<file path="config.mk">
export PLATFORM = sky130hd
export DESIGN_NAME = mem_stage_sb
export DESIGN_NICKNAME = d
export VERILOG_FILES = /design/src/rtl/mem_stage_sb.sv
export SDC_FILE = /design/constraint.sdc
export NUM_CORES = 1
export LEC_CHECK = 0
export ABC_AREA = 1
export CELL_PAD_IN_SITES_DETAIL_PLACEMENT = 1
export CELL_PAD_IN_SITES_GLOBAL_PLACEMENT = 2
export CORE_ASPECT_RATIO = 1.2
export CORE_MARGIN = 1.5
export CORE_UTILIZATION = 32
export DETAILED_ROUTE_END_ITERATION = 10
export PLACE_DENSITY = 0.89
export SLEW_MARGIN = 0
export SYNTH_ARGS = -nofsm -noshare
export SYNTH_HDL_FRONTEND = slang
export SYNTH_SLANG_ARGS = --single-unit
</file>
<file path="constraint.sdc">
create_clock -name clk -period 4.3 [get_ports clk]
set_clock_uncertainty 0.2 [all_clocks]
set_input_delay 0.43 -clock clk [delete_from_list [all_inputs] [get_ports clk]]
set_output_delay 0.43 -clock clk [all_outputs]
set_load 0.02 [all_outputs]
</file>
<file path="src/rtl/mem_stage_sb.sv">
// MEM stage: load/store to dcache through an in-order store buffer.
// Optional macro STORE_FWD_EN: forward loads fully covered by a buffered store.
module mem_stage_sb #(
  parameter int XLEN  = 32,
  parameter int DEPTH = 4,
  parameter int RDW   = 5
) (
  input  logic              clk,
  input  logic              reset,
  input  logic              in_valid,
  output logic              in_ready,
  input  logic              in_read,
  input  logic              in_write,
  input  logic [2:0]        in_funct3,
  input  logic [XLEN-1:0]   in_addr,
  input  logic [XLEN-1:0]   in_wdata,
  input  logic [XLEN-1:0]   in_alu,
  input  logic [RDW-1:0]    in_rd,
  output logic              out_valid,
  input  logic              out_ready,
  output logic [XLEN-1:0]   out_data,
  output logic [RDW-1:0]    out_rd,
  output logic              out_misalign,
  output logic              dc_read,
  output logic              dc_write,
  output logic [XLEN-1:0]   dc_addr,
  output logic [XLEN-1:0]   dc_wdata,
  output logic [XLEN/8-1:0] dc_wmask,
  input  logic              dc_resp,
  input  logic [XLEN-1:0]   dc_rdata,
  output logic              sb_empty
);

  localparam int NB = XLEN / 8;
  localparam int OW = $clog2(NB);
  localparam int PW = $clog2(DEPTH);
  localparam int WW = XLEN - OW;

  typedef enum logic [1:0] {
    IDLE,
    LOAD_WAIT,
    STORE_WAIT
  } state_t;

  function automatic logic [NB-1:0] lane_mask(
    input logic [1:0]    sz,
    input logic [OW-1:0] off
  );
    logic [NB-1:0] m;
    unique case (1'b1)
      sz == 2'b00: m = NB'(1);
      sz == 2'b01: m = NB'(3);
      default:     m = '1;
    endcase
    return m << off;
  endfunction

  function automatic logic [XLEN-1:0] load_ext(
    input logic [XLEN-1:0] w,
    input logic [2:0]      f,
    input logic [OW-1:0]   off
  );
    logic [XLEN-1:0] s;
    logic [XLEN-1:0] r;
    s = w >> {off, 3'b000};
    unique case (1'b1)
      f[1:0] == 2'b00: r = {{(XLEN-8){~f[2] & s[7]}}, s[7:0]};
      f[1:0] == 2'b01: r = {{(XLEN-16){~f[2] & s[15]}}, s[15:0]};
      default:         r = s;
    endcase
    return r;
  endfunction

  state_t          state;
  logic [PW:0]     cnt;
  logic [PW-1:0]   wptr;
  logic [PW-1:0]   rptr;
  logic [WW-1:0]   sb_wa   [DEPTH];
  logic [XLEN-1:0] sb_data [DEPTH];
  logic [NB-1:0]   sb_mask [DEPTH];

  logic            ld_pend;
  logic            ld_free;
  logic [2:0]      ld_f3;
  logic [OW-1:0]   ld_off;
  logic [WW-1:0]   ld_wa;
  logic [RDW-1:0]  ld_rd;

  logic [OW-1:0]   off;
  logic [WW-1:0]   wa;
  logic [NB-1:0]   req_mask;
  logic            mis;
  logic            acc;
  logic            enq;
  logic            pop;
  logic            sb_full;
  logic            ld_busy;
  logic            fwd_hit;
  logic            fwd_free;
  logic [XLEN-1:0] fwd_out;

  assign off      = in_addr[OW-1:0];
  assign wa       = in_addr[XLEN-1:OW];
  assign req_mask = lane_mask(in_funct3[1:0], off);
  assign mis      = (in_read | in_write) &
                    ((in_funct3[1:0] == 2'b01 & off[0]) |
                     (in_funct3[1] & |off));
  assign sb_full  = cnt == (PW+1)'(DEPTH);
  assign sb_empty = cnt == '0;
  assign ld_busy  = ld_pend | (state == LOAD_WAIT);
  assign in_ready = (~out_valid | out_ready) & ~ld_busy & ~sb_full;
  assign acc      = in_valid & in_ready;
  assign enq      = acc & in_write & ~mis;
  assign pop      = (state == STORE_WAIT) & dc_resp;

`ifdef STORE_FWD_EN
  logic            fwd_match;
  logic [NB-1:0]   fwd_mask;
  logic [XLEN-1:0] fwd_data;
  logic [PW-1:0]   fwd_idx;

  // Walk oldest to youngest so the youngest match wins.
  always_comb begin
    fwd_match = 1'b0;
    fwd_mask  = '0;
    fwd_data  = '0;
    fwd_idx   = '0;
    for (int i = 0; i < DEPTH; i++) begin
      fwd_idx = rptr + PW'(i);
      if ((PW+1)'(i) < cnt && sb_wa[fwd_idx] == wa) begin
        fwd_match = 1'b1;
        fwd_mask  = sb_mask[fwd_idx];
        fwd_data  = sb_data[fwd_idx];
      end
    end
  end

  assign fwd_hit  = in_read & fwd_match &
                    ((fwd_mask & req_mask) == req_mask);
  assign fwd_free = ~fwd_match;
  assign fwd_out  = load_ext(fwd_data, in_funct3, off);
`else
  assign fwd_hit  = 1'b0;
  assign fwd_free = 1'b0;
  assign fwd_out  = '0;
`endif

  always_ff @(posedge clk) begin
    if (enq) begin
      sb_wa[wptr]   <= wa;
      sb_data[wptr] <= in_wdata << {off, 3'b000};
      sb_mask[wptr] <= req_mask;
    end
  end

  always_ff @(posedge clk or negedge reset) begin
    if (!reset) begin
      wptr <= '0;
      rptr <= '0;
      cnt  <= '0;
    end else begin
      if (enq) wptr <= wptr + 1'b1;
      if (pop) rptr <= rptr + 1'b1;
      cnt <= cnt + (PW+1)'(enq) - (PW+1)'(pop);
    end
  end

  always_ff @(posedge clk or negedge reset) begin
    if (!reset) begin
      state        <= IDLE;
      dc_read      <= 1'b0;
      dc_write     <= 1'b0;
      dc_addr      <= '0;
      dc_wdata     <= '0;
      dc_wmask     <= '0;
      out_valid    <= 1'b0;
      out_data     <= '0;
      out_rd       <= '0;
      out_misalign <= 1'b0;
      ld_pend      <= 1'b0;
      ld_free      <= 1'b0;
      ld_f3        <= '0;
      ld_off       <= '0;
      ld_wa        <= '0;
      ld_rd        <= '0;
    end else begin
      if (state == LOAD_WAIT && dc_resp) begin
        out_valid    <= 1'b1;
        out_data     <= load_ext(dc_rdata, ld_f3, ld_off);
        out_rd       <= ld_rd;
        out_misalign <= 1'b0;
      end else if (acc && (!in_read || mis || fwd_hit)) begin
        out_valid    <= 1'b1;
        out_data     <= (in_write || mis) ? '0 :
                        (fwd_hit ? fwd_out : in_alu);
        out_rd       <= in_write ? '0 : in_rd;
        out_misalign <= mis;
      end else if (out_ready) begin
        out_valid <= 1'b0;
      end

      if (acc && in_read && !mis && !fwd_hit) begin
        ld_pend <= 1'b1;
        ld_free <= fwd_free;
        ld_f3   <= in_funct3;
        ld_off  <= off;
        ld_wa   <= wa;
        ld_rd   <= in_rd;
      end

      unique case (state)
        LOAD_WAIT: begin
          if (dc_resp) begin
            state   <= IDLE;
            dc_read <= 1'b0;
          end
        end
        STORE_WAIT: begin
          if (dc_resp) begin
            state    <= IDLE;
            dc_write <= 1'b0;
          end
        end
        default: begin
          if (ld_pend && (sb_empty || ld_free)) begin
            state    <= LOAD_WAIT;
            dc_read  <= 1'b1;
            dc_addr  <= {ld_wa, {OW{1'b0}}};
            dc_wmask <= '0;
            ld_pend  <= 1'b0;
          end else if (!sb_empty) begin
            state    <= STORE_WAIT;
            dc_write <= 1'b1;
            dc_addr  <= {sb_wa[rptr], {OW{1'b0}}};
            dc_wdata <= sb_data[rptr];
            dc_wmask <= sb_mask[rptr];
          end
        end
      endcase
    end
  end

endmodule
</file>
# Word-level counts from Yosys, hierarchy flattened
# Memory sizes are Yosys's and may differ from the RTL's. A register that Yosys moved wholly into a read port is not among the register bits.
# Index checks and enable logic that the tools add are counted.
# classes
n_reduce_logical,23
n_shift,3
muxes,32
addsub,4
n_eq_ne,12
bitwise,25
# ops
op,count
32-bit 2-to-1 mux,5
32-bit case mux with 2 select lines,1
32-bit by 5-bit << shifter with 32-bit output,1
32-bit by 5-bit >> shifter with 32-bit output,1
5-bit 2-to-1 mux,3
1-bit 2-to-1 mux,14
1-bit bitwise AND,11
1-bit inverter,10
2-bit 2-to-1 mux,4
4-bit 2-to-1 mux,2
4-bit case mux with 2 select lines,1
"2-bit by 1-bit equality test with 1-bit output, second input constant",3
"2-bit by 1-bit != test with 1-bit output, second input constant",3
"2-bit != test, second input constant",3
3-bit AND reduction,2
1-bit logical AND,5
"2-bit by 1-bit adder with 2-bit output, second input constant",2
2-bit zero test,2
1-bit OR,4
1-bit case mux with 2 select lines,2
2-bit AND reduction,2
4-bit AND reduction,1
2-bit nonzero test,2
2-bit OR reduction,2
other kinds (10),13
# word_totals
n_memories,3
inputBits,143
ram_bits,264
word_cells,119
reg_bits,127
out_inout_bits,111
# memory_table
name,depth,word_bits,read_ports,rd_ports_with_merged_regs,wr,line_no,source
sb_data,4,32,1,1,1,79,logic [XLEN-1:0] sb_data [DEPTH];
sb_wa,4,30,1,0,1,78,logic [WW-1:0] sb_wa [DEPTH];
sb_mask,4,4,1,0,1,80,logic [NB-1:0] sb_mask [DEPTH];

# Depth between registers and ports, before layout
# Gate-level depths: netlist of run 1.
# depth
depth_word,11
mapped_depth,11
mapped_depth_nobuf,11

# Worst setup path after synthesis of run 1
# Ideal clock, no wire load.
# synth_path
path_kind,flip-flop to flip-flop
startpoint,reg state[0]
endpoint,"mem sb_data[0][0], enable pin"
stages_incl_launch_ff,7
required_time_ns,3.609
path_buffers,0
arrival_ns,4.040
slack_ns,-0.430
period_less_slack_ns,4.730
setup_ns,0.491
path_cell_list,dfrtp_1 ha_1 nor2_1 nand2_1 nor3_4 nand3_2 nor2_1
# synth_between
elab_chain_cells,10
# synth_rtl
element,line_no,source
"start, declared",74,state_t state;
"start signal, assigned",170,state <= IDLE;
"start signal, assigned",214,state <= IDLE;
"start signal, assigned",220,state <= IDLE;
2-bit by 1-bit equality test with 1-bit output,110,assign ld_busy = ld_pend | (state == LOAD_WAIT);
1-bit OR,110,
1-bit inverter,111,assign in_ready = (~out_valid | out_ready) & ~ld_busy & ~sb_full;
1-bit bitwise AND (2 in a row),111,
1-bit bitwise AND,112,assign acc = in_valid & in_ready;
1-bit bitwise AND (2 in a row),113,assign enq = acc & in_write & ~mis;
1-bit 2-to-1 mux,149,if (enq) begin
1-bit 2-to-1 mux (not written as such),151,"sb_data[wptr] <= in_wdata << {off, 3'b000};"
"end, declared",79,
# No other way between the ends.

# Worst setup path after layout of run 1
# layout_path
startpoint,reg state[1]
endpoint,reg cnt[2]
# layout_between
elab_chain_cells,10
elab_cells_between_ends,12
classes_between,2 x add/sub; 2 x eq/ne; 8 x bitwise
# layout_rtl
element,line_no,source
2-bit by 1-bit equality test with 1-bit output,110,
1-bit OR,110,
1-bit inverter,111,
1-bit bitwise AND (2 in a row),111,
1-bit bitwise AND,112,
1-bit bitwise AND (2 in a row),113,
3-bit by 1-bit adder with 3-bit output,164,cnt <= cnt + (PW+1)'(enq) - (PW+1)'(pop);
3-bit by 1-bit subtractor with 3-bit output *,164,
"end signal, assigned",164,
"end, declared",75,logic [PW:0] cnt;
# Mark *: on every way between the ends. The rest lies on a longest branch, timed or not.
# A chain may end at the register's enable or synchronous reset.

==> run metrics, run 1 <==
Hold/Removal Path Class=input port to flop; Die Y=261.9 um; WP buf/inv=2; sequential cell fraction of total power=36.2%; Via density=between 5 and 6; Mapped Area=~0.018 sq mm; Setup crit end kind=flop; Ys Warns=0; Clock Latency Late Sink=roughly 600 ps; Sw Pwr=~0.0063 W; Setup WS pre-CTS=roughly 480 ps; hold endpoint=out_data[14]; clock root buffer=clkbuf_16; Startpoint Class=flop; Pleak=between 8 and 9 nW; area of the die=approximately 0.057 sq mm; Final Power=approximately 0.016 W; Slew Limit Headroom=between 30% and 40%; WHS Path Cells=3; GRT Resource Usage Total=between 20% and 30%; first drt pass iteration count=5; vias in the first global route=roughly 15k; cell taking the most area after synthesis=edfxtp_1; Worst Setup Path Type=flop to flop; Tcrit/Tclk final=75.23%; ys flop type=edfxtp_1; RSZ-0062 raised after global routing=no; # IOs=roughly 250; Slew Limit Fails=0; Max VDD drop=404.4 uV; post_cts resized=0; DRT Wirelength=between 50 and 60 mm; required time worst endpoint=4580 ps; synth unique cells=40; Tmin final=3235 ps; largest net degree at the start of global routing=87; clock network power share=around 24%; Yosys top cell area share=between 40 and 50%; Buffers on Ports=251; DRT iter0 DRCs=around 850; total grt overflow=0; sw frac=approximately two fifths; FFs w/ async S/R, synth=between 30% and 40%; placed cell area=around 0.021 sq mm; Max Fclk=309.1 MHz; EDFF count, synth=between 200 and 300; Initial Util=between 30 and 40%; routability cong.=around 0.8; Worst Reg-to-Reg Cells=11; CP Launch Point=state[1]; detailed-route via count=13.87k; drt wl/cell=~22 um; Post-DRT Antenna Nets=0; FF-to-FF Start=state[1]; Layout Nets=2100; CTS clock-pin slew for the worst setup and hold paths=approximately 60 ps; Die W=roughly 220 um; Gate Count Post-Synth=between 1.5k and 2k; number of synthesized register bits=between 400 and 500; Final HPWL DP=38.56 mm; CP max stage cell=ha_1; core area=~0.055 sq mm; Crit path max-delay family=adder cells; Pwr Density=703.4 mW/mm^2; DRC=0; CTS buffer count=46; worst r2r dst=cnt[2]; global-route wire length before repair=about 90 mm; status=finished clean; reg-to-reg setup timing slack=1070 ps; Final WS setup=~1100 ps; share of cells above drive strength 1=under 10%; fin area=around 0.023 sq mm; clock sinks=between 400 and 500; Seq/Total Area, Yosys=around 66%; CP max FO=8; # fillers=roughly 6.1k; initial antenna violation count=1; CTS tree=built; CP Cell Sequence=inv_1 -> ha_1 -> nor2_1 -> nand2_1 -> nor3_4 -> nand3_2 -> ha_1 -> inv_1 -> ha_1 -> fa_1 -> xor2_1; most used cell, CP=ha_1; power share of the combinational group=about two fifths; max cap viols=0; worst-margin pin slew=around 1000 ps; slowest stage delay, CP=460 ps; Setup-failing EPs final=0; CP arrival=about 3500 ps; Syn Area/Cell=roughly 10 sq um; final hold violation count=0; HP Start=in_alu[14]; hold_ws=roughly 240 ps; Power Internal=0.009479 W; synth cell count leaders=317 x nand2_1, 303 x nor2_1, 264 x edfxtp_1, 192 x o21ai_0, 157 x dfrtp_1; count leader, synth=nand2_1; std cell rows=between 90 and 100; synthesis-to-layout area growth=25.85%; leading post-synthesis cells by cell area=edfxtp_1 44%, dfrtp_1 22%, nand2_1 6.7%, nor2_1 6.4%, o21ai_0 5.4%; final core utilization=between 40% and 50%; clk buf depth=3; H-tree depth=2
==> state kept, by name, summed over array words and instances (netlist names), 3 cells and up <==
name / cells
dc_addr: 30
ld_rd: 5
sb_wa: 120
dc_wmask: 4
sb_data: 128
dc_wdata: 32
out_data: 32
ld_f3: 3
ld_wa: 30
sb_mask: 16
out_rd: 5
cnt: 3
==> stage by stage <==
step | setup TNS [ps] | std cells
after floorplan | -113620 | 1735
after global placement | 0 | 2619
after CTS | 0 | 2706
final | 0 | 2707
after detailed placement | 0 | 2619
after global routing | 0 | 2707
==> area by class of cell <==
type                    instances  area, sq um  share of cell area [%]
multi-input cells            1138         5300                   23.55
repair buffers                277         2739                   12.17
inverters                      64        242.7                   1.079
clock inverters                17        168.9                  0.7506
clock buffers                  69         1287                   5.721
well taps                     720        900.9                   4.003
flip-flops and latches        421        11860                   52.71
diodes                          1        2.502                 0.01112
==> cell usage in the layout (no fill, tap or decap), types with 7 or more instances in the layout <==
cell,synthesis,routed
a21oi_1,38,38
a22oi_1,9,9
a31oi_1,33,33
buf_4,6,23
clkbuf_1,47,18
clkbuf_16,0,46
clkdlybuf4s50_1,0,250
clkinv_2,0,7
dfrtp_1,157,155
edfxtp_1,264,264
ha_1,8,8
inv_1,55,54
inv_2,8,7
nand2_1,317,316
nand3_1,121,121
nand3b_1,8,8
nor2_1,303,298
o211ai_1,14,14
o21ai_0,192,192
o21ai_1,26,26
o22ai_1,40,40
==> timing repair <==
action,in CTS,in global routing
hold endpoints to repair,85,0
hold buffers,1,0
buffers inserted,0,0
==> how the worst max path moves through the flow <==
stage	to	cells after the start
3_3_place_gp	cnt[2]	10
6_report	cnt[2]	11
4_1_cts	cnt[2]	11
2_1_floorplan	sb_data[0][0]	6
3_5_place_dp	cnt[2]	10
5_1_grt	cnt[2]	11
==> cells by family (layout without fill, tap and decap cells) <==
logic type / count (synthesis) / in the layout / share of synthesized area, %
other: 1 / 3 / 0.02097
adders and majority gates: 9 / 9 / 0.6718
buffers and inverters: 176 / 427 / 4.296
AOI/OAI and AO/OA: 362 / 362 / 11.13
DFF: 421 / 421 / 66.31
and+or+nand+nor: 761 / 761 / 17.38
xor gates and xnor gates: 4 / 4 / 0.1960
==> worst reg2reg max path, delay by kind of cell (launching register included) <==
| family | cells | cell delay [ps] |
|---|---|---|
| xor gates and xnor gates | 1 | 180 |
| DFF | 1 | 350 |
| buffers and inverters | 2 | 110 |
| and+or+nand+nor | 4 | 980 |
| adders and majority gates | 4 | 1300 |
==> routing by layer <==
metal | vias to the layer above | global-route usage (%) | routed length, um
met5 | - | 0 | 0
met4 | 0 | 6.583 | 1560
met3 | 90 | 3.565 | 2972
met2 | 348 | 37.03 | 30680
met1 | 7035 | 25.32 | 24020
li1 | 6399 | - | -
==> power groups by stage <==
stage | logic [W] | registers, W | clock network [W]
final | 0.00628 | 0.00573 | 0.00383
after CTS | 0.00639 | 0.00573 | 0.00390
after global placement | 0.00611 | 0.00575 | 0
after detailed placement | 0.00634 | 0.00579 | 0
after global routing | 0.00698 | 0.00582 | 0.00405
after floorplan | 0.00335 | 0.00611 | 0
Note: power is estimated with default switching activity, not from simulation.
==> run 2, diff against run 1 <==
- clock period: 4.3 -> 2.59 ns (I/O delays scaled with it)
==> run 2 against run 1 <==
Effect of this change: highest routed layer unchanged; final cell count rose by 1.6%; largest power group unchanged; worst setup slack got worse by 950 ps; combinational power rose by 74%; flip-flop and latch count did not move.
==> run metrics, run 2 (synthesis gave the netlist of run 1 again) <==
std cell rows=94 (unchanged); first drt pass iteration count=4 (was 5); core area=0.05504 sq mm (unchanged); synthesis-to-layout area growth=29.26% (was 25.85%); fin area=0.02311 sq mm (was 0.02250 sq mm); reg-to-reg setup timing slack=110 ps (was 1070 ps); Die W=218.8 um (unchanged); DRC=0 (unchanged); CTS buffer count=46 (unchanged); clock sinks=421 (unchanged); Slew Limit Headroom=37.56% (was 30.18%); Tcrit/Tclk final=95.68% (was 75.23%); area of the die=0.05731 sq mm (unchanged); detailed-route via count=13.95k (was 13.87k); Max VDD drop=686.0 uV (was 404.4 uV); required time worst endpoint=2850 ps (was 4580 ps); GRT Resource Usage Total=20.45% (was 20.70%); Setup-failing EPs final=0 (unchanged); total grt overflow=0 (unchanged); Final HPWL DP=39.28 mm (was 38.56 mm); DRT Wirelength=58.36 mm (was 59.24 mm); max cap viols=0 (unchanged); worst setup path endpoint=cnt[2] (unchanged); final hold violation count=0 (unchanged); Buffers on Ports=251 (unchanged); Slew Limit Fails=0 (unchanged); commonest non-fill, non-tap cell in the layout=nand2_1 (unchanged); vias in the first global route=15.06k (was 15.00k); clock root buffer=clkbuf_16 (unchanged); CTS clock-pin slew for the worst setup and hold paths=60 ps (about the same); largest net degree at the start of global routing=140 (was 87); Hold/Removal Path Class=input port to flop (unchanged); Initial Util=32.49% (unchanged); Clock Latency Late Sink=590 ps (was 600 ps); Post-DRT Antenna Nets=0 (unchanged); Pwr Density=1165 mW/mm^2 (was 703.4 mW/mm^2); Max Fclk=403.5 MHz (was 309.1 MHz); final core utilization=41.99% (was 40.88%); Startpoint Class=flop (unchanged); initial antenna violation count=1 (unchanged); share of cells above drive strength 1=8.679% (was 6.093%); global-route wire length before repair=88.84 mm (was 90.14 mm); Via density=5.074 (was 5.124); placed cell area=0.02156 sq mm (was 0.02103 sq mm); status=finished clean (unchanged); DRT iter0 DRCs=898 (was 847); Worst Setup Path Type=flop to flop (unchanged); worst r2r dst=cnt[2] (unchanged); Worst Reg-to-Reg Cells=10 (was 11); Setup WS pre-CTS=-177.5 ps (was 477.9 ps); Pleak=9.063 nW (was 8.749 nW); FF-to-FF Start=state[0] (was state[1]); worst-margin pin slew=933.2 ps (was 1047 ps); Setup crit end kind=flop (unchanged); Largest regs=sb_data x128, sb_wa x120 (unchanged); CP max FO=2 (was 8); Final WS setup=112.0 ps (was 1065 ps); commonest non-fill, non-tap cells in the layout=316 x nand2_1, 297 x nor2_1, 264 x edfxtp_1 (was 316 x nand2_1, 298 x nor2_1, 264 x edfxtp_1); clk buf depth=3 (unchanged); RSZ-0062 raised after global routing=yes (was no); Largest register FFs=128 (unchanged); Layout Nets=2142 (was 2100); CP arrival=2740 ps (was 3510 ps); Tmin final=2478 ps (was 3235 ps); CTS tree=built (unchanged); H-tree depth=2 (unchanged); # IOs=254 (unchanged); Most flops, register=sb_data (unchanged); routability cong.=0.8770 (was 0.8169); Die Y=261.9 um (unchanged); CP Launch Point=state[0] (was state[1]); drt wl/cell=21.23 um (was 21.88 um); WHS Path Cells=3 (unchanged)
## run 2: cell types whose count changed in the layout (fill, tap and decap cells not counted), moves of 2 or more
| cell | previous run | this run |
|---|---|---|
| clkdlybuf4s50_1 | 250 | 248 |
| clkinv_8 | 2 | 0 |
| bufinv_16 | 1 | 3 |
| buf_4 | 23 | 49 |
| clkbuf_1 | 18 | 7 |
| clkinv_4 | 0 | 3 |
| buf_12 | 2 | 18 |
| ha_1 | 8 | 6 |
| clkinv_1 | 4 | 8 |
## run 2: where the power goes
part / internal, W / switching, W
clock: 0.00380 / 0.00280
sequential: 0.00854 / 0.000871
combinational: 0.00393 / 0.00698
## run 2: worst min path at each step
stage,startpoint,to,slack (ps)
after floorplan,reset,cnt[0],-240
after global placement,reset,dc_addr[9],110
after detailed placement,reset,dc_addr[5],120
after CTS,in_alu[12],out_data[12],30
after global routing,in_rd[3],ld_rd[3],50
final,in_alu[15],out_data[15],50
## run 2: critical path, stage by stage (launching register included)
cell	delay [ps]
dfrtp_1	420
ha_4	190
nor2_4	110
nand2_2	80
nor3_4	250
nand3_4	100
ha_1	280
inv_1	40
ha_2	170
fa_2	350
xor2_1	170
## run 2: timing repair
action	CTS	global route
pin swaps	1	3
endpoints found under the setup margin	2	3
resized for setup	2	7
hold buffers	1	0
buffers inserted	0	1
endpoints found under the hold margin	128	0
## run 2: metrics by stage
stage,total power [W],hold slack (ps),cells,TNS (ps)
3_5_place_dp,0.02049,123.5,2660,-236.1
4_1_cts,0.02722,28.66,2747,0
6_report,0.02693,52.35,2749,0
3_3_place_gp,0.02003,112.8,2660,-223.2
5_1_grt,0.02856,52.87,2749,-35.13
2_1_floorplan,0.01572,-236.6,1735,-68870
## run 2: per-layer routing
| metal | GRT usage [%] | part of all wire, % | up-vias |
|---|---|---|---|
| met1 | 24.01 | 39 | 6968 |
| met3 | 4.907 | 6.6 | 92 |
| li1 | - | - | 6475 |
| met4 | 6.145 | 2.5 | 0 |
| met5 | 0 | 0 | - |
| met2 | 36.87 | 52 | 413 |
## run 2: layout make-up
type,instances,area [sq um]
antenna,1,2.502
fill,6143,31930
multi-input combinational,1138,5333
timing repair buffer,319,3252
tap,720,900.9
inverter,64,244.0
clock buffer,59,1271
sequential,421,11860
clock inverter,27,249.0
==> run 3, diff against run 2 <==
- HOLD_SLACK_MARGIN: not set -> 0.08
- PLACE_DENSITY: 0.89 -> not set
- PLACE_DENSITY_LB_ADDON: not set -> 0.1
- SLEW_MARGIN: 0 -> 10
==> run 3 against run 2 <==
Effect of this change: sequential share of layout area is 0.45 points lower; clock power is 4.1% higher; core utilization is 0.38 points higher; final area is 0.92% higher; critical endpoint is now sb_empty; largest cell class unchanged; largest power group unchanged.
==> run metrics, run 3 (synthesis gave the netlist of run 1 again) <==
worst-margin pin slew=546.8 ps (was 933.2 ps); reg-to-reg setup timing slack=160 ps (was 110 ps); Largest register FFs=128 (unchanged); final core utilization=42.38% (was 41.99%); CP max stage cell=clkdlybuf4s50_1 (was dfrtp_1); DP Cell Count=2661 (was 2660); vias in the first global route=14.64k (was 15.06k); FF-to-FF Start=state[1] (was state[0]); # fillers=6056 (was 6143); DRT iter0 DRCs=680 (was 898); placed cell area=0.02161 sq mm (was 0.02156 sq mm); Pleak=9.145 nW (was 9.063 nW); detailed-route via count=13.73k (was 13.95k); status=finished clean (unchanged); Final HPWL DP=38.12 mm (was 39.28 mm); Via density=4.978 (was 5.074); hold_ws=109.9 ps (was 52.35 ps); drt wl/cell=21.00 um (was 21.23 um); DRC=0 (unchanged); Max Fclk=407.8 MHz (was 403.5 MHz); worst r2r dst=cnt[2] (unchanged); CP max FO=3 (was 2); area of the die=0.05731 sq mm (unchanged); Tcrit/Tclk final=94.67% (was 95.68%); Buffers on Ports=251 (unchanged); Max VDD drop=610.5 uV (was 686.0 uV); CP Launch Point=cnt[1] (was state[0]); routability cong.=0.7735 (was 0.8770); Slew Limit Headroom=63.46% (was 37.56%); largest net degree at the start of global routing=51 (was 140); Hold/Removal Path Class=input port to flop (unchanged); Die W=218.8 um (unchanged); clock root buffer=clkbuf_16 (unchanged); Worst Setup Path Type=flop to output port (was flop to flop); global-route wire length before repair=88.12 mm (was 88.84 mm); commonest non-fill, non-tap cells in the layout=315 x nand2_1, 297 x nor2_1, 264 x edfxtp_1 (was 316 x nand2_1, 297 x nor2_1, 264 x edfxtp_1); synthesis-to-layout area growth=30.45% (was 29.26%); Setup crit end kind=output port (was flop); RSZ-0062 raised after global routing=no (was yes); total grt overflow=0 (unchanged); CTS buffer count=46 (unchanged); fin area=0.02332 sq mm (was 0.02311 sq mm); worst setup path endpoint=sb_empty (was cnt[2]); CP arrival=1990 ps (was 2740 ps); Post-DRT Antenna Nets=0 (unchanged); # IOs=254 (unchanged); Non-Filler Instances=2759 (was 2749); CTS clock-pin slew for the worst setup and hold paths=60 ps (about the same); H-tree depth=2 (unchanged); Die Y=261.9 um (unchanged); clk buf depth=3 (unchanged); initial antenna violation count=7 (was 1); Pwr Density=1162 mW/mm^2 (was 1165 mW/mm^2); Setup-failing EPs final=0 (unchanged); Slew Limit Fails=0 (unchanged); core area=0.05504 sq mm (unchanged); max cap viols=0 (unchanged); WP depth=4 (was 10); Worst Reg-to-Reg Cells=11 (was 10); required time worst endpoint=2130 ps (was 2850 ps); commonest non-fill, non-tap cell in the layout=nand2_1 (unchanged); Layout Nets=2151 (was 2142); share of cells above drive strength 1=8.644% (was 8.679%); Startpoint Class=flop (unchanged); Largest regs=sb_data x128, sb_wa x120 (unchanged); final hold violation count=0 (unchanged); GRT Resource Usage Total=20.26% (was 20.45%); first drt pass iteration count=5 (was 4); Initial Util=32.49% (unchanged); Crit path max-delay family=buffers and inverters (was adder cells); std cell rows=94 (unchanged); DRT Wirelength=57.94 mm (was 58.36 mm); Most flops, register=sb_data (unchanged); clock sinks=421 (unchanged); Tmin final=2452 ps (was 2478 ps); CP Cell Sequence=nor2_1 -> nand2_1 -> inv_1 -> clkdlybuf4s50_1 (was ha_4 -> nor2_4 -> nand2_2 -> nor3_4 -> nand3_4 -> ha_1 -> inv_1 -> ha_2 -> fa_2 -> xor2_1); WP buf/inv=2 (was 1); Clock Latency Late Sink=580 ps (was 590 ps); CTS tree=built (unchanged); slowest stage delay, CP=620 ps (was 420 ps)
## run 3: how the worst min path moves through the flow
stage | cells after the start | from | end
floorplan | 0 | reset | cnt[0]
global placement | 1 | reset | dc_addr[8]
detailed placement | 1 | reset | dc_addr[8]
CTS | 3 | in_rd[0] | ld_rd[0]
global route | 3 | in_alu[13] | out_data[13]
finish | 3 | in_rd[0] | ld_rd[0]
## run 3: report_power, final
part           internal [W]  switching [W]  total [W]
sequential          0.00855       0.000905    0.00945
combinational       0.00405        0.00674     0.0108
clock               0.00409        0.00277    0.00687
## run 3: repair_timing
item                       CTS  global route
setup endpoints to repair    1            37
gates cloned                 0             0
hold endpoints to repair   164             0
pin swaps                    0             1
buffers inserted             0             1
gates resized for setup      1             4
hold buffers                 9             0
## run 3: layout make-up
cell class / instances / area (sq um) / share of cell area [%]
tap: 720 / 900.9 / 3.862
multi-input combinational: 1138 / 5328 / 22.84
timing repair buffer: 328 / 3401 / 14.58
clock inverter: 29 / 351.6 / 1.507
clock buffer: 56 / 1229 / 5.268
inverter: 64 / 244.0 / 1.046
antenna: 3 / 7.507 / 0.03219
sequential: 421 / 11860 / 50.86
## run 3: worst min-delay path, cell delays in order
cell and delay, ps:
clkdlybuf4s50_1 410, inv_1 90, o21ai_1 80
## run 3: routing by layer
| metal | routed length [um] | global-route usage, % | up-vias |
|---|---|---|---|
| li1 | - | - | 6509 |
| met1 | 24330 | 24.88 | 6903 |
| met2 | 29960 | 36.27 | 239 |
| met3 | 2317 | 3.773 | 74 |
| met4 | 1283 | 5.651 | 8 |
| met5 | 52 | 0 | - |
## run 3: through the flow
stage               power, W  setup TNS, ps  setup WS [ps]
floorplan            0.01572         -68870         -277.7
global placement     0.02036          -1702         -156.1
detailed placement   0.02057          -2743         -127.0
CTS                  0.02760              0          34.67
global route         0.02896              0          8.589
finish               0.02711              0          138.0
